[src/rtl/boot_pkg.sv]
// Shared definitions for the boot loader.
package boot_pkg;

  typedef enum logic [2:0] {
    GET_LEN,
    LOAD,
    DRAIN,
    CHECK,
    RUN,
    FAIL
  } boot_state_t;

endpackage

[src/rtl/mem_bus_mux.sv]
// Memory bus select: loader pending-write register before RUN, CPU bus once running.
module mem_bus_mux #(
  parameter int addr_width = 8,
  parameter int data_width = 8
) (
  input  logic                  run_sel,
  input  logic                  load_write,
  input  logic [addr_width-1:0] load_addr,
  input  logic [data_width-1:0] load_wdata,
  input  logic                  cpu_write,
  input  logic [addr_width-1:0] cpu_addr,
  input  logic [data_width-1:0] cpu_wdata,
  output logic                  mem_write,
  output logic [addr_width-1:0] mem_addr,
  output logic [data_width-1:0] mem_wdata
);

  assign mem_write = run_sel ? cpu_write : load_write;
  assign mem_addr  = run_sel ? cpu_addr  : load_addr;
  assign mem_wdata = run_sel ? cpu_wdata : load_wdata;

endmodule

[src/rtl/boot_loader.sv]
// Boot loader: writes a length-prefixed host stream into memory from address 0, then releases the CPU.
// Optional feature macro BOOT_CHECKSUM_EN adds a trailing checksum word that must bring the payload sum to zero.
module boot_loader
  import boot_pkg::*;
#(
  parameter int addr_width = 8,
  parameter int data_width = 8
) (
  input  logic                  clk,
  input  logic                  rst,
  input  logic                  in_valid,
  input  logic [data_width-1:0] in_data,
  output logic                  in_ready,
  input  logic                  cpu_write,
  input  logic [addr_width-1:0] cpu_addr,
  input  logic [data_width-1:0] cpu_wdata,
  output logic                  mem_write,
  output logic [addr_width-1:0] mem_addr,
  output logic [data_width-1:0] mem_wdata,
  output logic                  cpu_rst,
  output logic                  done,
  output logic                  error
);

  localparam int CNT_W = addr_width + 1;
  localparam int CMP_W = (data_width > CNT_W) ? data_width : CNT_W;
  localparam logic [CNT_W-1:0] MAX_LEN = {1'b1, {addr_width{1'b0}}};

  boot_state_t state, next_state;

  logic [CNT_W-1:0]      cnt;
  logic [CNT_W-1:0]      len;
  logic                  pend_write;
  logic [addr_width-1:0] pend_addr;
  logic [data_width-1:0] pend_wdata;
  logic                  run_sel;
  logic                  accept;
  logic                  oversize;
  logic                  last_word;
`ifdef BOOT_CHECKSUM_EN
  logic [data_width-1:0] sum;
`endif

  assign accept    = in_valid && in_ready;
  assign oversize  = CMP_W'(in_data) > CMP_W'(MAX_LEN);
  assign last_word = (cnt + CNT_W'(1)) == len;
  assign done      = run_sel;

  always_comb begin
    next_state = state;
    in_ready   = 1'b0;
    case (state)
      GET_LEN: begin
        in_ready = 1'b1;
        if (in_valid) begin
          if (oversize)
            next_state = FAIL;
          else if (in_data == '0)
`ifdef BOOT_CHECKSUM_EN
            next_state = CHECK;
`else
            next_state = RUN;
`endif
          else
            next_state = LOAD;
        end
      end
      LOAD: begin
        in_ready = 1'b1;
        if (in_valid && last_word)
`ifdef BOOT_CHECKSUM_EN
          next_state = CHECK;
`else
          next_state = DRAIN;
`endif
      end
      DRAIN: next_state = RUN;
`ifdef BOOT_CHECKSUM_EN
      CHECK: begin
        in_ready = 1'b1;
        if (in_valid)
          next_state = ((sum + in_data) == '0) ? RUN : FAIL;
      end
`endif
      RUN:     next_state = RUN;
      FAIL:    next_state = FAIL;
      default: next_state = FAIL;
    endcase
    // The host must never see a handshake while the loader is held in reset.
    if (rst)
      in_ready = 1'b0;
  end

  always_ff @(posedge clk or posedge rst) begin
    if (rst) begin
      state      <= GET_LEN;
      cnt        <= '0;
      len        <= '0;
      pend_write <= 1'b0;
      pend_addr  <= '0;
      pend_wdata <= '0;
      run_sel    <= 1'b0;
      cpu_rst    <= 1'b1;
      error      <= 1'b0;
`ifdef BOOT_CHECKSUM_EN
      sum        <= '0;
`endif
    end else begin
      state      <= next_state;
      pend_write <= 1'b0;
      if (accept && state == GET_LEN) begin
        len <= CNT_W'(in_data);
        cnt <= '0;
`ifdef BOOT_CHECKSUM_EN
        sum <= '0;
`endif
      end
      if (accept && state == LOAD) begin
        pend_write <= 1'b1;
        pend_addr  <= cnt[addr_width-1:0];
        pend_wdata <= in_data;
        cnt        <= cnt + CNT_W'(1);
`ifdef BOOT_CHECKSUM_EN
        sum        <= sum + in_data;
`endif
      end
      run_sel <= (next_state == RUN);
      cpu_rst <= (next_state != RUN);
      error   <= (next_state == FAIL);
    end
  end

  mem_bus_mux #(
    .addr_width(addr_width),
    .data_width(data_width)
  ) u_mux (
    .run_sel   (run_sel),
    .load_write(pend_write),
    .load_addr (pend_addr),
    .load_wdata(pend_wdata),
    .cpu_write (cpu_write),
    .cpu_addr  (cpu_addr),
    .cpu_wdata (cpu_wdata),
    .mem_write (mem_write),
    .mem_addr  (mem_addr),
    .mem_wdata (mem_wdata)
  );

endmodule

[config.mk]
export PLATFORM = sky130hd
export DESIGN_NAME = boot_loader
export DESIGN_NICKNAME = d
export VERILOG_FILES = /design/src/rtl/boot_pkg.sv /design/src/rtl/mem_bus_mux.sv /design/src/rtl/boot_loader.sv
export SDC_FILE = /design/constraint.sdc
export NUM_CORES = 1
export LEC_CHECK = 0
export ABC_AREA = 0
export ABC_CLOCK_PERIOD_IN_PS = 3100
export CAP_MARGIN = 15
export CELL_PAD_IN_SITES_DETAIL_PLACEMENT = 2
export CELL_PAD_IN_SITES_GLOBAL_PLACEMENT = 2
export CORE_MARGIN = 3
export CORE_UTILIZATION = 32
export DETAILED_ROUTE_END_ITERATION = 16
export PLACE_DENSITY = 0.84
export RECOVER_POWER = 25
export SETUP_SLACK_MARGIN = 0.2
export SLEW_MARGIN = 20
export SYNTH_ARGS = -nofsm -noshare
export SYNTH_HDL_FRONTEND = slang
export SYNTH_SLANG_ARGS = --single-unit
[constraint.sdc]
create_clock -name clk -period 3.1 [get_ports clk]
set_input_delay 0.62 -clock clk [delete_from_list [all_inputs] [get_ports clk]]
set_output_delay 0.62 -clock clk [all_outputs]
set_load 0.01 [all_outputs]
After elaboration in Yosys (flattened, before gate mapping). Index checks and enable logic that the tools add are counted.

Bits in latches: 0. Word-level logic and storage cells: 40. Memories: 0. Bits in registers: 40. RAM bits: 0. ROM bits: 0. Input port bits: 28. Output and inout bits: 21.

Divide/modulo/power cells: 0. Eq/ne operators: 7. Multipliers: 0. Multiplexer cells: 13. Add/subtract/negate cells: 1. Bitwise operators: 0. Shifts and indexed selects: 0. Reductions and logical operators: 9. Order comparisons: 1.

Operator list (count): 9-bit 2-to-1 mux (2); 8-bit 2-to-1 mux (2); 3-bit 2-to-1 mux (4); 9-bit by 1-bit adder with 9-bit output (second input constant) (1); 3-bit == test (second input constant) (3); 9-bit by 8-bit == test with 1-bit output (1); 8-bit by 9-bit > comparator with 1-bit output (second input constant) (1); 3-bit one-hot mux with 3 select lines (1); 8-bit zero test (1); 1-bit logical AND (4); 1-bit 2-to-1 mux (4); 2-bit OR reduction (2); 3-bit by 1-bit == test with 1-bit output (second input constant) (1); 3-bit by 2-bit == test with 1-bit output (second input constant) (1); 3-bit zero test (1); 3-bit inequality test (second input constant) (1); 2-bit nonzero test (1).

Depth between registers and ports, before layout. Gate-level depths: netlist (run 1).

Word-level depth: 8. Gate-level depth with buffers: 6. Depth with buffers taken out: 6.

Hierarchy. From an unflattened synthesis (run 1), not the netlist that was laid out.

Cell total of the unflattened synthesis: 213. Area, all modules: 2198.4 µm².

Modules (own cells, without submodules): boot_loader (seq. area each 1002.2 µm², area an instance 1938.1 µm², times used 1, cells an instance 194); mem_bus_mux (seq. area each 0.0 µm², area an instance 260.2 µm², times used 1, cells an instance 19).

Worst setup path before layout (run 1). No wires, ideal clock.

Path type: reg2out. From: register run_sel (netlist: done). To: output port mem_addr[0]. Arrival: 1427 ps. Buffers on the path: 2. Slack: 1053 ps. Cell stages (with the launch flop): 4. Path through: dfrtp_1 -> clkbuf_1 -> clkbuf_1 -> mux2_2.

Word-level cells in the longest chain between the ends: 1.

RTL lines: start: declaration (line boot_loader.sv:36) `logic run_sel;`; start signal: assignment (line boot_loader.sv:127) `run_sel <= (next_state == RUN);`; 8-bit 2-to-1 mux (line mem_bus_mux.sv:19) `assign mem_addr = run_sel ? cpu_addr : load_addr;`; end: declaration (line boot_loader.sv:18) `output logic [addr_width-1:0] mem_addr,`.

No other way between the ends.

Worst setup path in the final report (run 1).
From: input port rst. To: output port in_ready.

Word-level cells in the longest chain between the ends: 1.

RTL lines: start: declaration (line boot_loader.sv:10) `input logic rst,`; 1-bit 2-to-1 mux (line boot_loader.sv:90) `if (rst)`; end: declaration (line boot_loader.sv:13) `output logic in_ready,`.

No other way between the ends.

==> key figures, run 1 <==
Place
  – Sum of net half-perimeters after detailed placement: 4430 um
  – Routability Congestion: 0.791
  – Place WS: 586 ps
  – Instance area after placement: 0.00259 sq mm
  – Count of input and output buffers: 48

Die
  – Area of the core: 0.00603 sq mm
  – Starting Density: 0.338
  – Die Span X: 85.8 um
  – Die outline area: 0.00736 sq mm
  – Total number of placement rows: 28
  – Number of top-level pins: 49
  – Height of the die: 85.8 um

Detailed routing
  – WL per Instance: 17.5 um
  – Pre-Repair DR Iteration Count: 4
  – Count of antenna-violating nets left after detailed routing: 0
  – Per-cell via count in the routed design: 5.21
  – Total Routed Length: 5840 um
  – DR vias: 1740
  – Number of DRC markers after the initial detailed-route iteration: 77
  – Drt drc: 0

Worst setup path
  – Critical path's slowest cell: sky130_fd_sc_hd__clkdlybuf4s50_1
  – Kind of launch point of the worst setup path: primary input
  – Setup slack, reg-to-reg: 960 ps
  – Worst setup path endpoint: in_ready
  – CP delay by family, top: buffers and inverters
  – Highest net fanout along the worst path: 4
  – Worst reg-to-reg path cell count: 5
  – Type of the worst setup path: primary input to output port
  – Endpoint of the most critical register-to-register path: state[1]
  – Worst flop-to-flop path startpoint: cnt[0]
  – Critical Path Source: rst
  – Buffers and inverters on the worst path: 2
  – Arrival time of data at the critical path endpoint: 2020 ps
  – Crit end category: output port
  – Maximum cell stage delay along the critical path: 600 ps
  – Cell chain of the critical path: dlygate4sd3_1 > nor3_2 > clkdlybuf4s50_1
  – Crit path required time: 2480 ps
  – Depth of the critical timing path with buffers and inverters included: 3

Min path
  – Class of the most critical hold timing path: register to register

Timing
  – Setup repair after global routing missed its margin: false
  – Tcrit/Tclk final: 0.852
  – Number of max-slew violations in the final report: 0
  – Finish-stage setup viols: 0
  – Worst hold slack across all endpoints: 477 ps
  – Worst setup margin: 458 ps
  – Slew headroom: 0.339
  – Achievable Freq: 378 MHz
  – Transition at the pin with the smallest max-transition slack: 992 ps
  – Hold Violations, Final: 0
  – Final total negative setup slack: 0 ps
  – Final critical-path required period: 2640 ps
  – Fin Clk Skew: 8.00 ps

Clocking
  – Number of hold buffers added after CTS: 0
  – Root buffer cell: sky130_fd_sc_hd__clkbuf_8
  – Clock latency reported for the late side of the worst-skew pair: 290 ps
  – Number of buffers created by CTS: 5
  – Worst-path clk slew: 70 ps
  – TritonCTS clock tree: yes
  – Postcts setup bufs: 0
  – Number of gates given a new drive strength after cts: 0
  – Number of H-tree levels: 2
  – Clock buffer depth: 2
  – Clock sinks: 40

Logic synthesis
  – Synth warn: 0
  – Fraction of the yosys area taken by sequential cells: 0.492
  – Flops & latches, synth: 40
  – Flip-flop cell with the highest count after synthesis: sky130_fd_sc_hd__dfrtp_1
  – Mux cell area share after synthesis: 0.138
  – Arithmetic-cell share of the synthesized area counting full adders, half adders and majority gates: 0.00614
  – Post-synthesis area per instance: 9.75 sq um
  – Synth Instances: 209
  – Post-synth EDFFs: 0
  – Post-Synthesis Cell Area: 0.00204 sq mm
  – Share of synthesized flip-flops with an asynchronous set or reset: 1.00
  – Synth Net Count: 238
  – Synthesized-area fraction occupied by ao, oa, aoi and oai cells: 0.0946
  – Largest family of logic cells by synthesized area: simple AND/OR/NAND/NOR gates
  – Basic-gate share of the synthesized area counting and, or, nand and nor cells: 0.196
  – XOR/XNOR Fraction of Synth Area: 0.0387
  – Count of different cell masters after synthesis: 36

Global routing
  – Maximum number of pins on one net before global-route repair: 24
  – Global-route wire length before repair: 9960 um
  – Global route overflow: 0
  – Via count of the first global-routing pass: 1984
  – Antenna violations before repair: 0
  – Global Route Usage Sum: 0.173

Finish
  – NumNets Final: 287
  – Share of final-layout standard cells stronger than drive strength 1: 0.151
  – Diode insertion count for antenna repair: 0
  – Final non-filler cell area: 0.00267 sq mm
  – Synthesis-to-finish area growth: 31.0%
  – Total of fill cells in the finished design: 681

Pwr
  – Switching power: 0.202 mW
  – Seq pwr share: 0.573
  – Power per cell area: 343 mW/mm^2
  – Fraction of power consumed by the clock network: 0.368
  – VDD IR-drop max: 0.184 mV
  – Logic pwr share: 0.060
  – Internal Dissipation: 0.714 mW
  – Leakage: 1.23 nW
  – Net switching fraction of the power: 0.220

Status
  – Result of the run: complete, no violations

Flow run
  – MaxCap Viol Count: 0
-- per-stage QoR --
| stage | util | total power [mW] | cells |
|---|---|---|---|
| after floorplan | - | 0.546 | 209 |
| after global placement | 0.430 | 0.591 | 326 |
| after detailed placement | 0.430 | 0.592 | 326 |
| after CTS | 0.444 | 0.934 | 334 |
| after global routing | 0.443 | 0.958 | 334 |
| final | 0.443 | 0.915 | 334 |
-- cell type report --
cell class / instances / area, sq um / share of cell area
Clock buffer: 7 / 76.3 / 0.0286
Clock inverter: 1 / 5.00 / 0.00188
Inverter: 6 / 22.5 / 0.00844
Multi-Input combinational cell: 153 / 965 / 0.361
Sequential cell: 40 / 1000 / 0.376
Tap cell: 75 / 93.8 / 0.0352
Timing Repair Buffer: 52 / 504 / 0.189
-- state kept, by name, indices dropped and copies added, names as in the netlist --
register    count
error           1
cnt             9
cpu_rst         1
len             8
done            1
state           3
pend_wdata      8
pend_write      1
pend_addr       8
-- cells in the mapped netlist, drive strengths merged, types with 2 or more instances --
cell | count | area share
nand2b | 2 | 0.0061
o211ai | 2 | 0.0074
dfrtp | 39 | 0.48
a21oi | 3 | 0.0074
a31oi | 3 | 0.0092
o31ai | 4 | 0.015
and3 | 4 | 0.012
mux2 | 25 | 0.14
nor3 | 3 | 0.0098
or3 | 2 | 0.0061
buf | 4 | 0.012
nand3 | 8 | 0.020
xnor2 | 4 | 0.017
nand2 | 56 | 0.10
and4 | 2 | 0.0086
xor2 | 5 | 0.021
inv | 6 | 0.011
a21o | 3 | 0.011
clkbuf | 6 | 0.011
o21ai | 9 | 0.022
nor2 | 7 | 0.013
-- placed cells by master, fill, tap and decap left out, types with 3 or more instances in the layout --
master,instances
sky130_fd_sc_hd__and3_1,4
sky130_fd_sc_hd__xnor2_1,4
sky130_fd_sc_hd__o31ai_1,4
sky130_fd_sc_hd__clkbuf_1,3
sky130_fd_sc_hd__dfrtp_1,39
sky130_fd_sc_hd__nand3_1,8
sky130_fd_sc_hd__clkbuf_8,5
sky130_fd_sc_hd__nand2_1,56
sky130_fd_sc_hd__nor2_1,7
sky130_fd_sc_hd__a21o_1,3
sky130_fd_sc_hd__clkdlybuf4s50_1,47
sky130_fd_sc_hd__o21ai_0,9
sky130_fd_sc_hd__inv_1,5
sky130_fd_sc_hd__mux2_2,25
sky130_fd_sc_hd__a31oi_1,3
sky130_fd_sc_hd__a21oi_1,3
sky130_fd_sc_hd__xor2_1,5
-- how the worst min path moves through the flow --
stage                             start            end  slack [ps]  depth (start not counted)
after detailed placement   pend_addr[2]   pend_addr[2]         470                          2
after global placement     pend_addr[0]   pend_addr[0]         460                          2
after floorplan           pend_wdata[0]  pend_wdata[0]         440                          2
after CTS                  pend_addr[2]   pend_addr[2]         490                          2
final                      pend_addr[2]   pend_addr[2]         480                          2
after global routing      pend_wdata[4]  pend_wdata[4]         520                          2
-- logic make-up after synthesis --
| logic type | after synthesis |
|---|---|
| flip-flops | 40 |
| XOR/XNOR | 9 |
| AO/OA/AOI/OAI | 29 |
| adder cells (fa/ha/maj) | 1 |
| multiplexers | 25 |
| AND/OR/NAND/NOR | 89 |
| buffers and inverters | 16 |
-- power by group through the flow --
stage	Clock (mW)	Sequential, mW	Combinational [mW]
after floorplan	0	0.534	0.0122
after global placement	0	0.534	0.0563
after detailed placement	0	0.534	0.0570
after CTS	0.352	0.524	0.0573
after global routing	0.373	0.524	0.0602
final	0.336	0.524	0.0545
-- per-layer routing --
| layer | global-route usage | up-vias | part of all wire |
|---|---|---|---|
| met3 | 0.0403 | 6 | 0.043 |
| met5 | 0 | - | 0 |
| li1 | - | 810 | - |
| met1 | 0.207 | 888 | 0.42 |
| met2 | 0.313 | 36 | 0.53 |
| met4 | 0.0388 | 0 | 0.011 |
-- worst register-to-register path, stage by stage, from the launching register on --
cell and delay, ps:
sky130_fd_sc_hd__dfrtp_1 490, sky130_fd_sc_hd__ha_1 340, sky130_fd_sc_hd__nand3_1 180, sky130_fd_sc_hd__or3_1 410, sky130_fd_sc_hd__a2111oi_2 480, sky130_fd_sc_hd__nor2b_1 190
(Power assumes the default switching activity.)
==> run 2: changes to the inputs <==
--- a/config.mk
+++ b/config.mk
@@ -13,6 +13,7 @@
 export CORE_MARGIN = 3
 export CORE_UTILIZATION = 32
 export DETAILED_ROUTE_END_ITERATION = 16
+export HOLD_SLACK_MARGIN = 0.08
 export PLACE_DENSITY = 0.84
 export RECOVER_POWER = 25
 export SETUP_SLACK_MARGIN = 0.2
==> results of run 2 <==
Final layout, timing and power as in run 1 (identical DEF).
